**src/rtl/warp_issue_scheduler.sv**
```systemverilog
// Round-robin warp issue scheduler with scoreboard-stall backoff and warp-group barriers.
// Optional issue performance counters are built when WARP_SCHED_PERF_CNT_EN is defined.
module warp_issue_scheduler #(
  parameter int unsigned NUM_WARPS      = 8,
  parameter int unsigned WARP_ID_W      = 3,
  parameter int unsigned BACKOFF_CYCLES = 4
) (
  input  logic                 clk,
  input  logic                 rst_n,
  input  logic [NUM_WARPS-1:0] warp_active,
  input  logic [NUM_WARPS-1:0] warp_req_valid,
  input  logic [NUM_WARPS-1:0] warp_is_barrier,
  output logic [NUM_WARPS-1:0] warp_pop,
  output logic                 issue_valid,
  output logic [WARP_ID_W-1:0] issue_warp_id,
  input  logic                 sb_stall,
  input  logic                 ex_ready,
  output logic [31:0]          issue_count,
  output logic [31:0]          sched_stall_count,
  output logic [31:0]          idle_count
);

  typedef enum logic [1:0] {
    W_RUN,
    W_BACKOFF,
    W_BARRIER
  } warp_state_e;

  warp_state_e          st_q [NUM_WARPS];
  warp_state_e          st_d [NUM_WARPS];
  logic [3:0]           bo_q [NUM_WARPS];
  logic [3:0]           bo_d [NUM_WARPS];

  logic                 issue_valid_q, issue_valid_d;
  logic [WARP_ID_W-1:0] issue_warp_id_q, issue_warp_id_d;
  logic [WARP_ID_W-1:0] rr_ptr_q, rr_ptr_d;

  logic                 held_active;
  logic                 fire, stall, drop, load;
  logic [NUM_WARPS-1:0] held_mask, run_mask, barrier_mask, elig;
  logic                 bar_release;
  logic                 found;
  logic [WARP_ID_W-1:0] winner, idx;

  always_comb begin
    held_mask = '0;
    if (issue_valid_q) held_mask[issue_warp_id_q] = 1'b1;
    held_active = warp_active[issue_warp_id_q];
    // A held instruction of a warp that went inactive is discarded, never popped.
    fire  = issue_valid_q & held_active & ex_ready & ~sb_stall;
    stall = issue_valid_q & held_active & sb_stall;
    drop  = issue_valid_q & ~held_active;
    load  = ~issue_valid_q | fire | stall;

    run_mask     = '0;
    barrier_mask = '0;
    for (int unsigned w = 0; w < NUM_WARPS; w++) begin
      run_mask[w]     = (st_q[w] == W_RUN);
      barrier_mask[w] = (st_q[w] == W_BARRIER);
    end
    bar_release = (&(barrier_mask | ~warp_active)) & (|barrier_mask);

    elig   = warp_active & warp_req_valid & run_mask & ~held_mask;
    found  = 1'b0;
    winner = '0;
    idx    = '0;
    for (int unsigned i = 0; i < NUM_WARPS; i++) begin
      idx = rr_ptr_q + WARP_ID_W'(i);
      if (!found && elig[idx]) begin
        found  = 1'b1;
        winner = idx;
      end
    end

    issue_valid_d   = issue_valid_q;
    issue_warp_id_d = issue_warp_id_q;
    rr_ptr_d        = rr_ptr_q;
    if (drop) begin
      issue_valid_d = 1'b0;
    end else if (load) begin
      issue_valid_d = found;
      if (found) begin
        issue_warp_id_d = winner;
        rr_ptr_d        = winner + 1'b1;
      end
    end

    warp_pop = '0;
    if (fire) warp_pop[issue_warp_id_q] = 1'b1;
  end

  always_comb begin
    for (int unsigned w = 0; w < NUM_WARPS; w++) begin
      st_d[w] = st_q[w];
      bo_d[w] = bo_q[w];
      case (st_q[w])
        W_RUN: begin
          if (fire && issue_warp_id_q == WARP_ID_W'(w) && warp_is_barrier[w]) begin
            st_d[w] = W_BARRIER;
          end else if (stall && issue_warp_id_q == WARP_ID_W'(w)) begin
            st_d[w] = W_BACKOFF;
            bo_d[w] = 4'(BACKOFF_CYCLES);
          end
        end
        W_BACKOFF: begin
          // Counter value 1 is the last ineligible cycle; reaching 0 means RUN.
          if (bo_q[w] <= 4'd1) begin
            st_d[w] = W_RUN;
            bo_d[w] = '0;
          end else begin
            bo_d[w] = bo_q[w] - 4'd1;
          end
        end
        W_BARRIER: begin
          if (bar_release) st_d[w] = W_RUN;
        end
        default: st_d[w] = W_RUN;
      endcase
    end
  end

  always_ff @(posedge clk or negedge rst_n) begin
    if (!rst_n) begin
      issue_valid_q   <= 1'b0;
      issue_warp_id_q <= '0;
      rr_ptr_q        <= '0;
      for (int unsigned w = 0; w < NUM_WARPS; w++) begin
        st_q[w] <= W_RUN;
        bo_q[w] <= '0;
      end
    end else begin
      issue_valid_q   <= issue_valid_d;
      issue_warp_id_q <= issue_warp_id_d;
      rr_ptr_q        <= rr_ptr_d;
      for (int unsigned w = 0; w < NUM_WARPS; w++) begin
        st_q[w] <= st_d[w];
        bo_q[w] <= bo_d[w];
      end
    end
  end

  assign issue_valid   = issue_valid_q;
  assign issue_warp_id = issue_warp_id_q;

`ifdef WARP_SCHED_PERF_CNT_EN
  logic [31:0] issue_cnt_q, issue_cnt_d;
  logic [31:0] stall_cnt_q, stall_cnt_d;
  logic [31:0] idle_cnt_q,  idle_cnt_d;

  always_comb begin
    issue_cnt_d = issue_cnt_q;
    stall_cnt_d = stall_cnt_q;
    idle_cnt_d  = idle_cnt_q;
    if (fire && issue_cnt_q != '1) issue_cnt_d = issue_cnt_q + 32'd1;
    if (stall && stall_cnt_q != '1) stall_cnt_d = stall_cnt_q + 32'd1;
    if ((|warp_active) && !issue_valid_q && idle_cnt_q != '1) idle_cnt_d = idle_cnt_q + 32'd1;
  end

  always_ff @(posedge clk or negedge rst_n) begin
    if (!rst_n) begin
      issue_cnt_q <= '0;
      stall_cnt_q <= '0;
      idle_cnt_q  <= '0;
    end else begin
      issue_cnt_q <= issue_cnt_d;
      stall_cnt_q <= stall_cnt_d;
      idle_cnt_q  <= idle_cnt_d;
    end
  end

  assign issue_count       = issue_cnt_q;
  assign sched_stall_count = stall_cnt_q;
  assign idle_count        = idle_cnt_q;
`else
  assign issue_count       = '0;
  assign sched_stall_count = '0;
  assign idle_count        = '0;
`endif

endmodule

```
**config.mk**
```make
export PLATFORM = sky130hd
export DESIGN_NAME = warp_issue_scheduler
export DESIGN_NICKNAME = d
export VERILOG_FILES = /design/src/rtl/warp_issue_scheduler.sv
export SDC_FILE = /design/constraint.sdc
export NUM_CORES = 1
export LEC_CHECK = 0
export ABC_AREA = 1
export CAP_MARGIN = 20
export CORE_UTILIZATION = 44
export CTS_CLUSTER_SIZE = 12
export DETAILED_ROUTE_END_ITERATION = 8
export PLACE_DENSITY = 0.86
export SYNTH_ARGS = -nofsm -noshare
export SYNTH_HDL_FRONTEND = slang
export SYNTH_SLANG_ARGS = --single-unit
```
**constraint.sdc**
```tcl
create_clock -name clk -period 2.6 [get_ports clk]
set_input_delay 0.39 -clock clk [delete_from_list [all_inputs] [get_ports clk]]
set_output_delay 0.39 -clock clk [all_outputs]
set_load 0.05 [all_outputs]
```
* After elaboration in Yosys (flattened, before gate mapping)
Index checks and enable logic that the tools add are counted.
** Word-level totals
- Register bits after elaboration :: 55
- Bits of input ports :: 28
- Output and inout port bits :: 108
- Logic and storage cells :: 315
** Cells by class
- $add $sub $neg :: 16
- Magnitude comparators :: 18
- Equal/unequal tests :: 63
- Multiplexer cells :: 105
- Bitwise operators :: 18
- Reduce and logical (&&, ||, !) cells :: 76
** Operator list (number)
- 4-bit 2-to-1 mux :: 24
- 4-bit one-hot mux with 2 select lines :: 8
- 3-bit AND reduction :: 17
- 2-bit 2-to-1 mux :: 25
- 2-bit one-hot mux with 3 select lines :: 8
- 3-bit by 4-bit < comparator with 1-bit output (second input constant) :: 9
- 4-bit by 1-bit less-or-equal comparator with 1-bit output (second input constant) :: 8
- 1-bit logical AND :: 32
- 2-bit by 1-bit != test with 1-bit output (second input constant) :: 16
- 2-bit != test (second input constant) :: 16
- 4-bit by 1-bit subtractor with 4-bit output (second input constant) :: 8
- 1-bit binary-select mux with 3-bit select :: 9
- 8-bit AND :: 3
- 3-bit 2-to-1 mux :: 8
- 3-bit by 1-bit != test with 1-bit output (second input constant) :: 8
- 1-bit 2-to-1 mux :: 20
- 2-bit nonzero test :: 9
- 2-bit by 1-bit equality test with 1-bit output (second input constant) :: 8
- 2-bit equality test (second input constant) :: 8
- 2-bit logical NOT :: 8
- 8-bit 2-to-1 mux :: 2
- 8-bit inverter :: 2
- 3-bit adder (second input constant) :: 4
- 3-bit equality test (second input constant) :: 4
- other kinds (14) :: 32

* Depth between registers and ports, before layout
Gate-level depths: netlist (run 1).
- Depth in word-level cells :: 33
- Depth in mapped cells :: 22
- Depth with buffers taken out :: 21

* Least setup slack after synthesis (run 1)
OpenSTA, ideal clock, no wires.
- Path type :: reg2reg
- Start point :: register issue_warp_id_q[0] (netlist: issue_warp_id[0])
- End point :: register st_q[14] (netlist name)
- Library setup time :: 0.119 ns
- Arrival time :: 2.696 ns
- Required time :: 2.481 ns
- Setup slack :: -0.215 ns
- Stages on the path, launching flop included :: 14
- Buffers on the path :: 2
- Period minus slack after synthesis :: 2.815 ns
- Path through :: dfrtp_1 -> buf_2 -> nand2_1 -> o22ai_1 -> a21oi_1 -> nand3_1 -> nand3_1 -> inv_1 -> nand3_1 -> buf_2 -> nor2_1 -> a21oi_1 -> nand4_1 -> nand2_1
** On the way
- Cells in the longest elaborated chain, start to end :: 9
** Ends and longest elaborated chain
- from (decl) :: RTL line 35 : logic [WARP_ID_W-1:0] issue_warp_id_q, issue_warp_id_d;
- from (signal assigned) :: RTL line 133 : issue_warp_id_q <= issue_warp_id_d;
- 1-bit binary-select mux with 3-bit select :: RTL line 48 : held_active = warp_active[issue_warp_id_q];
- 1-bit 2-to-1 mux (implied by the code) :: RTL line 48
- 1-bit AND :: RTL line 50, 51
- 1-bit AND (2 in series) :: RTL line 50 : fire = issue_valid_q & held_active & ex_ready & ~sb_stall;
- 1-bit logical AND (2 in series) :: RTL line 98 : if (fire && issue_warp_id_q == WARP_ID_W'(w) && warp_is_barrier[w]) begin
- 3-bit by 1-bit != test with 1-bit output (no source line) or 2-bit 2-to-1 mux (tied branches)
- 3-bit AND reduction (no source line) or 2-bit one-hot mux with 3 select lines (tied branches)
- to (signal, indexed assignment) :: RTL line 136 : st_q[w] <= st_d[w];
- to (decl) :: RTL line 29 : warp_state_e st_q [NUM_WARPS];
Several ways; a longest one is shown, not always the timed one. The select of a mux whose other input is x is not followed.
A chain may end at the register's enable or synchronous reset.

* Worst setup path in the final report (run 1)
- Start point :: register issue_warp_id_q[1] (netlist: issue_warp_id[1])
- End point :: output warp_pop[6]
** On the way
- Cells in the longest elaborated chain, start to end :: 6
** Ends and longest elaborated chain
- 1-bit binary-select mux with 3-bit select :: RTL line 48
- 1-bit 2-to-1 mux (implied by the code) :: RTL line 48
- 1-bit AND (3 in series) :: RTL line 50
- 8-bit 2-to-1 mux * :: RTL line 89 : if (fire) warp_pop[issue_warp_id_q] = 1'b1;
- to (decl) :: RTL line 13 : output logic [NUM_WARPS-1:0] warp_pop,
Mark *: on every way between the ends. The rest lies on a longest branch, timed or not. The select of a mux whose other input is x is not followed.

==> run_results.csv, run 1 <==
group,metric,value,unit
drt,vias_per_cell,5.03,
sta,hold_slack,45.5,ps
place,gp_congestion,0.910,
final_layout,final_util,56.5,%
critical_path,rrSetupSlack,30,ps
pwr,p_switching,4.33,mW
logic_synthesis,ys_seq_elements,55,
logic_synthesis,synthCells,675,
clocking,clk_latency,320,ps
floorplan,ios,136,
clocking,holdBufCountCts,0,
worst_hold_path,hp-class,"input port to async pin",
floorplan,die_w,106,um
clocking,cts_root_buf,"clkbuf_8",
drt,drt_wl_total,12200,um
sta,setup_viol,10,
critical_path,worstSetupPathType,"flip-flop to output port",
global_routing,grt_max_degree,26,
pwr,p_clk_share,6.4,%
final_layout,fillCellCount,945,
clocking,htreeDepth,2,
global_routing,grt_pass1_vias,3967,
sta,max-slew-margin-rel,50.1,%
global_routing,grt_pass1_wl,17900,um
clocking,cts.path.max_buffers,2,
sta,fin_crit,2700,ps
critical_path,timing.rr.start,"issue_warp_id[2]",
global_routing,gr-usage-met3,2.76,%
drt,first_pass_iters,5,
global_routing,grt_use_met2,33.6,%
pwr,pwr-share-comb,73.6,%
final_layout,layout_commonest_cell,"nand2_1",
logic_synthesis,synth_area,4770,um^2
floorplan,rows,37,
logic_synthesis,avgSynthCellArea,7.07,um^2
pwr,powerDensity,1370,nW/um^2
logic_synthesis,ys_types,39,
clocking,clk_pin_slew,110,ps
place,place_inst,882,
global_routing,gr-usage-met1,25.4,%
final_layout,final-seq-area,1380,um^2
sta,fin_crit_sh,104,%
critical_path,cp.arrival,2310,ps
pwr,total_power,8.08,mW
drt,drc_errors,0,
clocking,cts_buffers,5,
pwr,ir_drop,601,uV
critical_path,r2r_end,"rr_ptr_q[2]",
sta,skew,15.7,ps
logic_synthesis,yosys_warnings,0,
critical_path,r2r_cells,17,
floorplan,die_h,106,um
sta,finalHoldViolations,0,
logic_synthesis,synth.area.top_cells,"dfrtp_1, buf_4, nand2_1",
drt,postRouteAntennaNets,0,
final_layout,postLayoutCellArea,5890,um^2
pwr,leakagePower,2.95,nW
drt,drt-initial-drc-count,400,
drt,avgRoutedWirePerCell,13.4,um
clocking,clock-sinks,55,
final_layout,final_cells,908,
global_routing,grt-busiest-layer,"met2",
logic_synthesis,async_flop_share,100,%
floorplan,start_util,45.8,%
critical_path,start_kind,"flip-flop",
pwr,swShare,53.6,%
final_layout,fin_nets,818,
logic_synthesis,synth_edf_count,0,
final_layout,final_cell_mix,"nand2_1, conb_1, inv_1, dfrtp_1, buf_4",
logic_synthesis,ys_seq_area_share,28.8,%
run,cap_violations,0,
pwr,p_int,3.75,mW
sta,timing.fmax,370,MHz
logic_synthesis,synth.top_cell.area_share,28.8,%
place,dpl_cell_area,5330,um^2
status,status,"finished with violations",
floorplan,core_area,10400,um^2
clocking,cts_tree,"done",
place,io_buffers,39,
final_layout,drive_gt1_share,23.1,%
floorplan,die_area,11300,um^2
final_layout,area_delta_synth_final,23.3,%
final_layout,multi_input_area,2930,um^2
global_routing,antenna_found_initial,0,
logic_synthesis,synthFlopType,"dfrtp_1",
sta,tightest_slew,747,ps
critical_path,end_kind,"output port",
critical_path,worstPathRequired,2210,ps
status,violations,"negative setup slack",
critical_path,crit_fanout,6,
drt,vias,4571,
final_layout,antenna_cells,0,
sta,rsz0062_at_grt,"yes",
sta,drv_slew,0,
pwr,seq_power_share,20.0,%
sta,timing.final.ws_setup,-105,ps
place,dp_hpwl,8750,um
global_routing,grt-ovfl-total,0,
global_routing,grtUsageTotal,19.5,%
logic_synthesis,synth_largest_area_cell,"dfrtp_1",
[what timing repair did]
item,4_1_cts,5_1_grt
setup endpoints to repair,10,10
resized for setup,6,84
pin swaps,0,23
setup buffers,6,11
hold endpoints to repair,0,0
gates cloned,0,1
[sequential cells by signal, indices dropped and copies added (netlist names)]
signal and flops:
issue_warp_id 3, st_q 16, bo_q 32, rr_ptr_q 3, issue_valid 1
[logic make-up (layout without fill, tap and decap cells)]
group                      count (synthesis)  after routing  synth area share [%]
AOI/OAI and AO/OA                         98             98                  11.6
xor gates and xnor gates                   5              5                 0.917
and+or+nand+nor                          296            296                  29.9
buffers and inverters                    201            203                  23.6
other                                      1             96                0.0786
adders and majority gates                 19             19                  4.98
DFF                                       55             55                  28.8
[how the worst max path moves through the flow]
stage                startpoint          end  slack, ps  cells after the start
2_1_floorplan  issue_warp_id[0]     st_q[14]        -30                     14
3_3_place_gp     warp_active[7]  rr_ptr_q[2]       -230                     19
3_5_place_dp     warp_active[7]  rr_ptr_q[2]       -290                     20
4_1_cts          warp_active[7]  rr_ptr_q[2]         20                     20
5_1_grt        issue_warp_id[1]  warp_pop[6]       -210                     12
6_report       issue_warp_id[1]  warp_pop[6]       -100                     12
[metal layers]
layer / share of wire (%) / vias up
li1: - / 2182
met1: 42 / 2150
met2: 49 / 206
met3: 6.4 / 33
met4: 2.3 / 0
met5: 0 / -
[worst max-delay path, stage by stage (launching register included)]
cell and delay (ps):
dfrtp_2 500, buf_6 150, nor2_4 120, buf_6 130, nand2_2 40, nand4_1 170
nand3_2 160, inv_2 110, nand3_4 80, buf_8 160, nor2_1 100, buf_4 150
buf_12 130
[synthesized netlist by cell type, types with 2 or more instances]
library cell and count:
nand2_1 123, buf_4 96, inv_1 91, nor2_1 58
nand3_1 57, dfrtp_1 55, o21ai_0 43, ha_1 19
a21oi_1 17, nand4_1 13, nand3_2 10, a31oi_1 9
buf_2 8, o22ai_1 8, o211ai_1 7, o21ai_1 6
nand2_2 5, nand3b_1 5, nor3_1 5, a22o_1 4
nor3b_1 4, xor2_1 4, inv_2 3, nand2_4 3
nor2_2 3, or2_2 3, clkinv_1 2, nor2_4 2
o21bai_1 2
[layout make-up]
class	count	area share (%)
clock buffer	6	1.40
clock inverter	2	0.276
inverter	97	6.29
multi-input combinational	514	49.7
sequential	55	23.5
tap	136	2.89
timing repair buffer	98	16.0
[power groups by stage]
stage / Clock (mW) / Combinational [mW] / Sequential (mW)
final: 0.521 / 5.95 / 1.62
after global routing: 0.559 / 6.53 / 1.67
after CTS: 0.522 / 5.01 / 1.58
after detailed placement: 0 / 4.87 / 1.61
after global placement: 0 / 4.76 / 1.60
after floorplan: 0 / 3.67 / 1.55
[metrics by stage]
stage / TNS (ps) / setup WS, ps
2_1_floorplan: -226 / -31.0
3_3_place_gp: -473 / -232
3_5_place_dp: -844 / -294
4_1_cts: 0 / 23.9
5_1_grt: -1640 / -211
6_report: -419 / -105
No activity file was read; power rests on OpenSTA's default activity.
==> inputs of run 2 (changes only) <==
Settings changed: CORE_MARGIN set to 4, SLEW_MARGIN set to 10.
==> run 2 against run 1 <==
  * The flow still finishes with violations (negative setup slack)
  * Flip-flop and latch count unchanged
  * Worst setup slack improved by 5.0 ps
  * Core utilization decreased by 0.11 points
  * Count of clock-buffer cells in the layout decreased by 1
  * Critical endpoint is now warp_pop[4]
  * Largest cell class unchanged
==> run_results.csv, run 2 (synthesis results as in run 1) <==
group,metric,value,unit
drt,drc_errors,0,
final_layout,regMostFlops,"bo_q",
status,violations,"negative setup slack",
global_routing,grt_pass1_wl,17800,um
critical_path,worst-path-stages,13,
drt,drt_wl_total,12700,um
pwr,ir_drop,554,uV
worst_hold_path,hp-class,"input port to async pin",
floorplan,die_h,112,um
drt,vias_per_cell,5.14,
sta,finalHoldViolations,0,
final_layout,layout_commonest_cell,"nand2_1",
final_layout,reg_top3,"bo_q: 32 flops, st_q: 16 flops",
global_routing,antenna_found_initial,0,
drt,postRouteAntennaNets,0,
floorplan,die_w,112,um
place,dp_hpwl,8940,um
drt,avgRoutedWirePerCell,14.0,um
final_layout,drive_gt1_share,22.7,%
clocking,cts.path.max_buffers,2,
drt,vias,4679,
critical_path,path_common_cell,"buf_6",
sta,tightest_slew,733,ps
sta,max-slew-margin-rel,51.0,%
final_layout,final_cell_mix,"nand2_1, conb_1, inv_1, buf_4, dfrtp_1",
run,cap_violations,0,
drt,drt-initial-drc-count,466,
final_layout,largest_reg_flops,32,
sta,fin_crit,2700,ps
clocking,clock-sinks,55,
sta,timing.final.ws_setup,-99.7,ps
clocking,cts_buffers,5,
final_layout,final_cells,910,
global_routing,grt-ovfl-total,0,
final_layout,area_delta_synth_final,23.6,%
clocking,cts_root_buf,"clkbuf_8",
pwr,total_power,8.24,mW
critical_path,crit_end,"warp_pop[4]",
sta,rsz0062_at_grt,"yes",
pwr,powerDensity,1400,nW/um^2
place,gp_congestion,0.952,
pwr,leakagePower,2.96,nW
final_layout,antenna_cells,0,
sta,skew,8.31,ps
critical_path,cpLargestDelayFamily,"buffers and inverters",
sta,drv_slew,0,
critical_path,worstPathRequired,2210,ps
sta,fin_crit_sh,104,%
place,dpl_cell_area,5350,um^2
critical_path,crit_fanout,6,
final_layout,fillCellCount,891,
clocking,clk_pin_slew,100,ps
floorplan,start_util,45.6,%
floorplan,die_area,12600,um^2
critical_path,cp.arrival,2310,ps
critical_path,worst-path-buf-inv,6,
clocking,htreeDepth,2,
final_layout,fin_nets,821,
critical_path,slowest_stage,"dfrtp_2",
global_routing,grt_pass1_vias,3932,
sta,timing.fmax,370,MHz
floorplan,rows,37,
place,preCtsSetupSlack,-268,ps
status,status,"finished with violations",
clocking,cts_tree,"done",
critical_path,end_kind,"output port",
clocking,clk_latency,320,ps
global_routing,grt_max_degree,30,
final_layout,final_util,56.4,%
critical_path,start_kind,"flip-flop",
critical_path,crit_chain,"buf_4 -> inv_4 -> nand2_2 -> o22ai_2 -> a21oi_1 -> nand3_1 -> nand3_2 -> inv_2 -> nand3_4 -> buf_6 -> nor2_2 -> buf_6 -> buf_12",
sta,hold_slack,75.5,ps
drt,first_pass_iters,7,
place,io_buffers,39,
critical_path,r2r_cells,22,
critical_path,startpoint,"issue_warp_id[1]",
critical_path,rrSetupSlack,-50,ps
critical_path,cpPeakStageDelay,460,ps
sta,setup_tns,-545,ps
critical_path,r2r_end,"rr_ptr_q[2]",
sta,setup_viol,9,
place,place_inst,883,
final_layout,postLayoutCellArea,5900,um^2
critical_path,timing.rr.start,"issue_warp_id[1]",
floorplan,core_area,10500,um^2
critical_path,worstSetupPathType,"flip-flop to output port",
floorplan,ios,136,
global_routing,grtUsageTotal,16.7,%
clocking,holdBufCountCts,0,
-- run 2: worst min-delay path by stage --
stage | start | endpoint | slack, ps | cells after the start
after floorplan | rst_n | bo_q[0] | 90 | 0
after global placement | rst_n | bo_q[3] | 450 | 1
after detailed placement | rst_n | bo_q[3] | 450 | 1
after CTS | rst_n | bo_q[3] | 100 | 1
after global routing | rst_n | bo_q[26] | 120 | 1
final | rst_n | bo_q[3] | 80 | 1
-- run 2: worst register-to-register path, delay by kind of cell, from the launching register on --
kind | cells | cell delay, ps
AND/OR/NAND/NOR | 19 | 1760
flip-flops | 1 | 430
buffers and inverters | 2 | 200
adder cells (fa/ha/maj) | 1 | 150
-- run 2: final cells by class --
cell class	count	area [um^2]	area share, %
clock buffers	5	68.8	1.17
clock inverters	2	37.5	0.636
inverters	97	373	6.32
multi-input cells	514	2910	49.3
flip-flops and latches	55	1380	23.4
well taps	136	170	2.88
repair buffers	101	963	16.3
-- run 2: power breakdown --
group	internal [mW]	total, mW	switching [mW]
registers	1.24	1.59	0.349
logic	2.34	6.08	3.73
clock network	0.282	0.572	0.290
-- run 2: timing repair --
| item | in CTS | in global routing |
|---|---|---|
| setup endpoints to repair | 8 | 11 |
| pin swaps | 0 | 22 |
| buffers inserted | 5 | 14 |
| cloned | 0 | 1 |
| resized for setup | 3 | 77 |
-- run 2: per-layer routing --
layer  track usage [%]  wire (um)  part of all wire [%]
met1              22.8       5040                    40
met2              27.2       6110                    48
met3              3.40       1270                   9.9
met4              4.17        326                   2.6
met5                 0          0                     0
